### src/rtl/mux_2to1_pkg.sv
// Shared constants and types for the mux_2to1 block.
package mux_2to1_pkg;
   localparam int DATA_W = 32;
   localparam int CNT_W  = 16;

   typedef logic [DATA_W-1:0] data_t;
   typedef logic [CNT_W-1:0]  cnt_t;
endpackage

### src/rtl/mux_2to1_if.sv
// Operand/result bundle for mux_2to1.
// The producer side uses the master modport and the selector uses the slave modport.
interface mux_2to1_if #(
   parameter int WIDTH = 32,
   parameter int CNT_W = 16
);
   logic             Sel;
   logic [WIDTH-1:0] A;
   logic [WIDTH-1:0] B;
   logic             in_valid;
   logic [WIDTH-1:0] C;
   logic [WIDTH-1:0] C_q;
   logic             out_valid;
   logic             sel_q;
   logic [CNT_W-1:0] toggle_cnt;

   modport master (
      output Sel, A, B, in_valid,
      input  C, C_q, out_valid, sel_q, toggle_cnt
   );

   modport slave (
      input  Sel, A, B, in_valid,
      output C, C_q, out_valid, sel_q, toggle_cnt
   );
endinterface

### src/rtl/mux_2to1_cap.sv
// Capture register for the selected word, and a saturating counter of Sel transitions.
module mux_2to1_cap
   import mux_2to1_pkg::*;
#(
   parameter int WIDTH = DATA_W,
   parameter int CNT_W = mux_2to1_pkg::CNT_W
) (
   input  logic             clk,
   input  logic             rst_n,
   input  logic             sel,
   input  logic [WIDTH-1:0] d,
   input  logic             in_valid,
   output logic [WIDTH-1:0] c_q,
   output logic             sel_q,
   output logic             out_valid,
   output logic [CNT_W-1:0] toggle_cnt
);
   localparam logic [CNT_W-1:0] CNT_MAX = '1;

   logic [WIDTH-1:0] data_reg;
   logic             sel_reg;
   logic             valid_reg;
   logic             prev_sel_reg;
   logic [CNT_W-1:0] cnt_reg;
   logic [CNT_W-1:0] cnt_next;

   // Capture the selected word on valid cycles; the data holds while in_valid is low.
   always_ff @(posedge clk or negedge rst_n) begin
      if (!rst_n) begin
         data_reg  <= '0;
         sel_reg   <= 1'b0;
         valid_reg <= 1'b0;
      end else begin
         if (in_valid) begin
            data_reg <= d;
            sel_reg  <= sel;
         end
         valid_reg <= in_valid;
      end
   end

   // Count Sel transitions. The counter saturates at all-ones and does not wrap.
   always_comb begin
      cnt_next = cnt_reg;
      if ((sel != prev_sel_reg) && (cnt_reg != CNT_MAX)) begin
         cnt_next = cnt_reg + 1'b1;
      end
   end

   // Sample Sel on every clock, independent of in_valid, for transition detection.
   always_ff @(posedge clk or negedge rst_n) begin
      if (!rst_n) begin
         prev_sel_reg <= 1'b0;
         cnt_reg      <= '0;
      end else begin
         prev_sel_reg <= sel;
         cnt_reg      <= cnt_next;
      end
   end

   assign c_q        = data_reg;
   assign sel_q      = sel_reg;
   assign out_valid  = valid_reg;
   assign toggle_cnt = cnt_reg;
endmodule

### src/rtl/mux_2to1.sv
// Word-wide 2:1 selector: C = Sel ? B : A. It also provides a clocked copy and a Sel-toggle count.
// Defining MUX_2TO1_REG_OUT_EN drives C from the registered copy instead. C then has one cycle of latency.
module mux_2to1
   import mux_2to1_pkg::*;
#(
   parameter int WIDTH = DATA_W,
   parameter int CNT_W = mux_2to1_pkg::CNT_W
) (
   input  logic      clk,
   input  logic      rst_n,
   mux_2to1_if.slave bus
);
   logic [WIDTH-1:0] sel_data;
   logic [WIDTH-1:0] c_q;

   // Combinational operand select.
   always_comb begin
      sel_data = bus.Sel ? bus.B : bus.A;
   end

   mux_2to1_cap #(
      .WIDTH (WIDTH),
      .CNT_W (CNT_W)
   ) u_cap (
      .clk        (clk),
      .rst_n      (rst_n),
      .sel        (bus.Sel),
      .d          (sel_data),
      .in_valid   (bus.in_valid),
      .c_q        (c_q),
      .sel_q      (bus.sel_q),
      .out_valid  (bus.out_valid),
      .toggle_cnt (bus.toggle_cnt)
   );

   assign bus.C_q = c_q;

`ifdef MUX_2TO1_REG_OUT_EN
   assign bus.C = c_q;
`else
   assign bus.C = sel_data;
`endif
endmodule

### src/flat_wrapper.sv
// flat-port wrapper written by rule: the top's interface ports become plain ports
module mux_2to1_flat import mux_2to1_pkg::*;
#(
   parameter int WIDTH = DATA_W,
   parameter int CNT_W = mux_2to1_pkg::CNT_W
)
  (clk, rst_n, bus_Sel, bus_A, bus_B, bus_in_valid, bus_C, bus_C_q, bus_out_valid, bus_sel_q, bus_toggle_cnt);
  mux_2to1_if #(.WIDTH(WIDTH), .CNT_W(CNT_W)) bus_i ();
  input  logic clk;
  input  logic rst_n;
  input wire logic [$bits(bus_i.Sel)-1:0] bus_Sel;
  input wire logic [$bits(bus_i.A)-1:0] bus_A;
  input wire logic [$bits(bus_i.B)-1:0] bus_B;
  input wire logic [$bits(bus_i.in_valid)-1:0] bus_in_valid;
  output wire logic [$bits(bus_i.C)-1:0] bus_C;
  output wire logic [$bits(bus_i.C_q)-1:0] bus_C_q;
  output wire logic [$bits(bus_i.out_valid)-1:0] bus_out_valid;
  output wire logic [$bits(bus_i.sel_q)-1:0] bus_sel_q;
  output wire logic [$bits(bus_i.toggle_cnt)-1:0] bus_toggle_cnt;
  assign bus_i.Sel = bus_Sel;
  assign bus_i.A = bus_A;
  assign bus_i.B = bus_B;
  assign bus_i.in_valid = bus_in_valid;
  assign bus_C = bus_i.C;
  assign bus_C_q = bus_i.C_q;
  assign bus_out_valid = bus_i.out_valid;
  assign bus_sel_q = bus_i.sel_q;
  assign bus_toggle_cnt = bus_i.toggle_cnt;
  mux_2to1 #(.WIDTH(WIDTH), .CNT_W(CNT_W)) u_core (.clk(clk), .rst_n(rst_n), .bus(bus_i));
endmodule
### config.mk
export PLATFORM = sky130hd
export DESIGN_NAME = mux_2to1_flat
export DESIGN_NICKNAME = d
export VERILOG_FILES = /design/src/rtl/mux_2to1_pkg.sv /design/src/rtl/mux_2to1_if.sv /design/src/rtl/mux_2to1_cap.sv /design/src/rtl/mux_2to1.sv /design/src/flat_wrapper.sv
export SDC_FILE = /design/constraint.sdc
export NUM_CORES = 1
export LEC_CHECK = 0
export BUFFER_PORTS_ARGS = -buffer_cell sky130_fd_sc_hd__buf_2
export CORE_MARGIN = 4
export CORE_UTILIZATION = 30
export CTS_BUF_LIST = sky130_fd_sc_hd__clkbuf_8
export CTS_CLUSTER_DIAMETER = 80
export CTS_CLUSTER_SIZE = 25
export DETAILED_ROUTE_END_ITERATION = 7
export GPL_TIMING_DRIVEN = 0
export PLACE_DENSITY_LB_ADDON = 0.05
export SLEW_MARGIN = 20
export SYNTH_ARGS = -nofsm -noshare
export SYNTH_HDL_FRONTEND = slang
export SYNTH_SLANG_ARGS = --single-unit
### constraint.sdc
create_clock -name clk -period 2.25 [get_ports clk]
set_input_delay 0.3375 -clock clk [delete_from_list [all_inputs] [get_ports clk]]
set_output_delay 0.3375 -clock clk [all_outputs]
set_load 0.03 [all_outputs]
==> impl_metrics.env <==
export IMPL_status="finished, final reports clean"
export IMPL_core_um2=7890
export IMPL_cts_hold_buf=0
export IMPL_slew_headroom=0.563
export IMPL_diodes=0
export IMPL_synth_fa_ha_area_frac=0.00502
export IMPL_power_density_nw_per_um2=786
export IMPL_synth_area_leaders="dfrtp_1, mux2_2, xor2_1"
export IMPL_clockBufferDepth=2
export IMPL_crit_slowest_cell="clkbuf_1"
export IMPL_reg2reg_from="u_core.u_cap.toggle_cnt[1]"
export IMPL_power_share_clock=0.194
export IMPL_ios=150
export IMPL_die_h_um=99.1
export IMPL_worstPathCellList="buf_2 -> buf_4 -> clkbuf_1 -> mux2_2 -> buf_2"
export IMPL_reg2reg_slack_ns=0.33
export IMPL_worstPathRequired_ns=1.91
export IMPL_floorplan_die_width_um=99.1
export IMPL_grt_pass1_wl_um=10600
export IMPL_grt_max_degree=52
export IMPL_post_cts_repair_setup_buffers=0
export IMPL_synth_compound_area_frac=0.0126
export IMPL_clock_latency_ns=0.30
export IMPL_place_hpwl_um=5230
export IMPL_drive_gt1_frac=0.687
export IMPL_peakVddDrop_mv=0.357
export IMPL_r2r_cells=5
export IMPL_clkTransAtPathRegs_ns=0.09
export IMPL_ant_nets=0
export IMPL_synth_area_um2=2490
export IMPL_yosysTopAreaCellShare=0.512
export IMPL_fp_row_count=32
export IMPL_grt_ovfl_total=0
export IMPL_cts_made_buffers=5
export IMPL_crit_buf_inv=4
export IMPL_routedWlPerCell_um=15.1
export IMPL_fin_crit_sh=0.883
export IMPL_startpoint_type="input port"
export IMPL_seqPwrFrac=0.444
export IMPL_critPathTopFamily="buffers and inverters"
export IMPL_ys_seq_area_frac=0.512
export IMPL_cts_tree="done"
export IMPL_synth_xor_area_frac=0.0452
export IMPL_period_needed_ns=1.99
export IMPL_sw_frac_of_total=0.401
export IMPL_setup_viol=0
export IMPL_synth_simple_area_share=0.0969
export IMPL_drtPass1Iterations=4
export IMPL_via_per_inst=4.59
export IMPL_die_area_um2=9830
export IMPL_grt_pass1_vias=2093
export IMPL_portBuffers=149
export IMPL_final_core_utilization=0.438
export IMPL_critPathMaxFanout=10
export IMPL_cts_sinks=51
export IMPL_syn_nets=251
export IMPL_pre_cts_ws_ns=0.225
export IMPL_worst_slew_pin_slew_ns=0.656
export IMPL_synthCells=182
export IMPL_routed_via_count=2024
export IMPL_place_gp_congestion=0.701
export IMPL_htree_levels=2
export IMPL_synthMuxAreaShare=0.313
export IMPL_synthToLayoutAreaGrowth_pct=38.7
export IMPL_maxSlewViolCount=0
export IMPL_root_buffer="clkbuf_8"
export IMPL_avgSynthCellArea_um2=13.7
export IMPL_antenna_found_initial=0
export IMPL_p_switching_mw=1.09
export IMPL_hold_viol_final=0
export IMPL_r2r_end="u_core.u_cap.toggle_cnt[1]"
export IMPL_yosys_cell_types_count=32
export IMPL_cts_resized=0
export IMPL_ys_ff_latch=51
export IMPL_start_util=0.316
export IMPL_mostFrequentLayoutCell="buf_2"
export IMPL_nNetsFinal=407
export IMPL_tns_ns=0
export IMPL_max_freq_mhz=504
export IMPL_routed_wl_um=6640
export IMPL_drc_errors=0
export IMPL_layout_common_cells="buf_2, mux2_2, dfrtp_1"
export IMPL_arrival_ns=1.65
export IMPL_crit_top_cell="buf_2"
export IMPL_finClkSkew_ns=0.00292
export IMPL_combPwrFrac=0.362
export IMPL_crit_type="in -> out"
export IMPL_track_usage=0.133
export IMPL_synth_top_family_by_area="multiplexers"
export IMPL_cpPeakStageDelay_ns=0.44
export IMPL_total_leakage_power_nw=1.71
export IMPL_setup_ws_ns=0.264
export IMPL_cap_violations=0
export IMPL_internal_power_mw=1.63
export IMPL_rsz0062_at_grt="no"
export IMPL_ys_warn_count=0
export IMPL_largest_register_ffs=32
export IMPL_hold_class="in -> async"
export IMPL_drt_iter0_drc=33
export IMPL_yosys_area_top_type="dfrtp_1"
export IMPL_crit_path_end_kind="output pin"
[cells by family after synthesis]
kind of cell | Yosys count
xor+xnor | 12
mux | 69
flops | 51
fa+ha+maj | 1
buf+inv | 8
simple gates | 36
compound gates | 5
[cell usage after synthesis]
master	count
mux2_2	66
dfrtp_1	51
xor2_1	9
nand2_1	7
nand4_1	6
clkbuf_1	5
nand3_1	5
and3_1	3
nor4_1	3
buf_2	2
mux2_1	2
nor2_1	2
xnor2_1	2
a21oi_1	1
a31oi_1	1
and2_1	1
and4b_1	1
buf_4	1
ha_1	1
mux2_4	1
nand2b_1	1
nand4_4	1
nor2_2	1
nor3_1	1
nor3_2	1
nor4_2	1
nor4_4	1
nor4b_1	1
o211ai_1	1
o21a_1	1
o21ai_0	1
xnor2_2	1
[power by group through the flow]
stage,clock network [mW],registers [mW],logic [mW]
floorplan,0,1.49,0.383
finish,0.526,1.21,0.984
CTS,0.556,1.21,1.00
detailed placement,0,1.23,0.999
global placement,0,1.22,0.993
global route,0.600,1.23,1.05
[through the flow]
stage / std cells / hold slack [ns] / power (mW) / cell area [µm²]
after floorplan: 182 / 0.0419 / 1.87 / 2490
after global placement: 433 / 0.462 / 2.22 / 3360
after detailed placement: 433 / 0.420 / 2.23 / 3370
after CTS: 441 / 0.0840 / 2.77 / 3460
after global routing: 441 / 0.111 / 2.88 / 3460
final: 441 / 0.0616 / 2.72 / 3460
[worst max path at each step]
stage | startpoint | to | depth (start not counted)
2_1_floorplan | u_core.u_cap.toggle_cnt[0] | u_core.u_cap.toggle_cnt[1] | 5
3_3_place_gp | bus_Sel | bus_C[22] | 5
3_5_place_dp | bus_Sel | bus_C[22] | 5
4_1_cts | bus_Sel | bus_C[22] | 5
5_1_grt | bus_Sel | bus_C[22] | 5
6_report | bus_Sel | bus_C[22] | 5
[metal layers]
metal | global-route usage | vias up | wire length, µm
li1 | - | 973 | -
met1 | 0.165 | 977 | 2700
met2 | 0.230 | 72 | 3410
met3 | 0.0393 | 2 | 501
met4 | 0.0284 | 0 | 34
met5 | 0 | - | 0
[area by class of cell]
cell class | instances | area [µm²]
clock inverters | 3 | 20.0
well taps | 102 | 128
multi-input cells | 123 | 1180
flip-flops and latches | 51 | 1280
plain buffers | 8 | 36.3
clock buffers | 5 | 68.8
fillers | 802 | 4430
repair buffers | 149 | 748
Power figures use the tool's default switching activity.
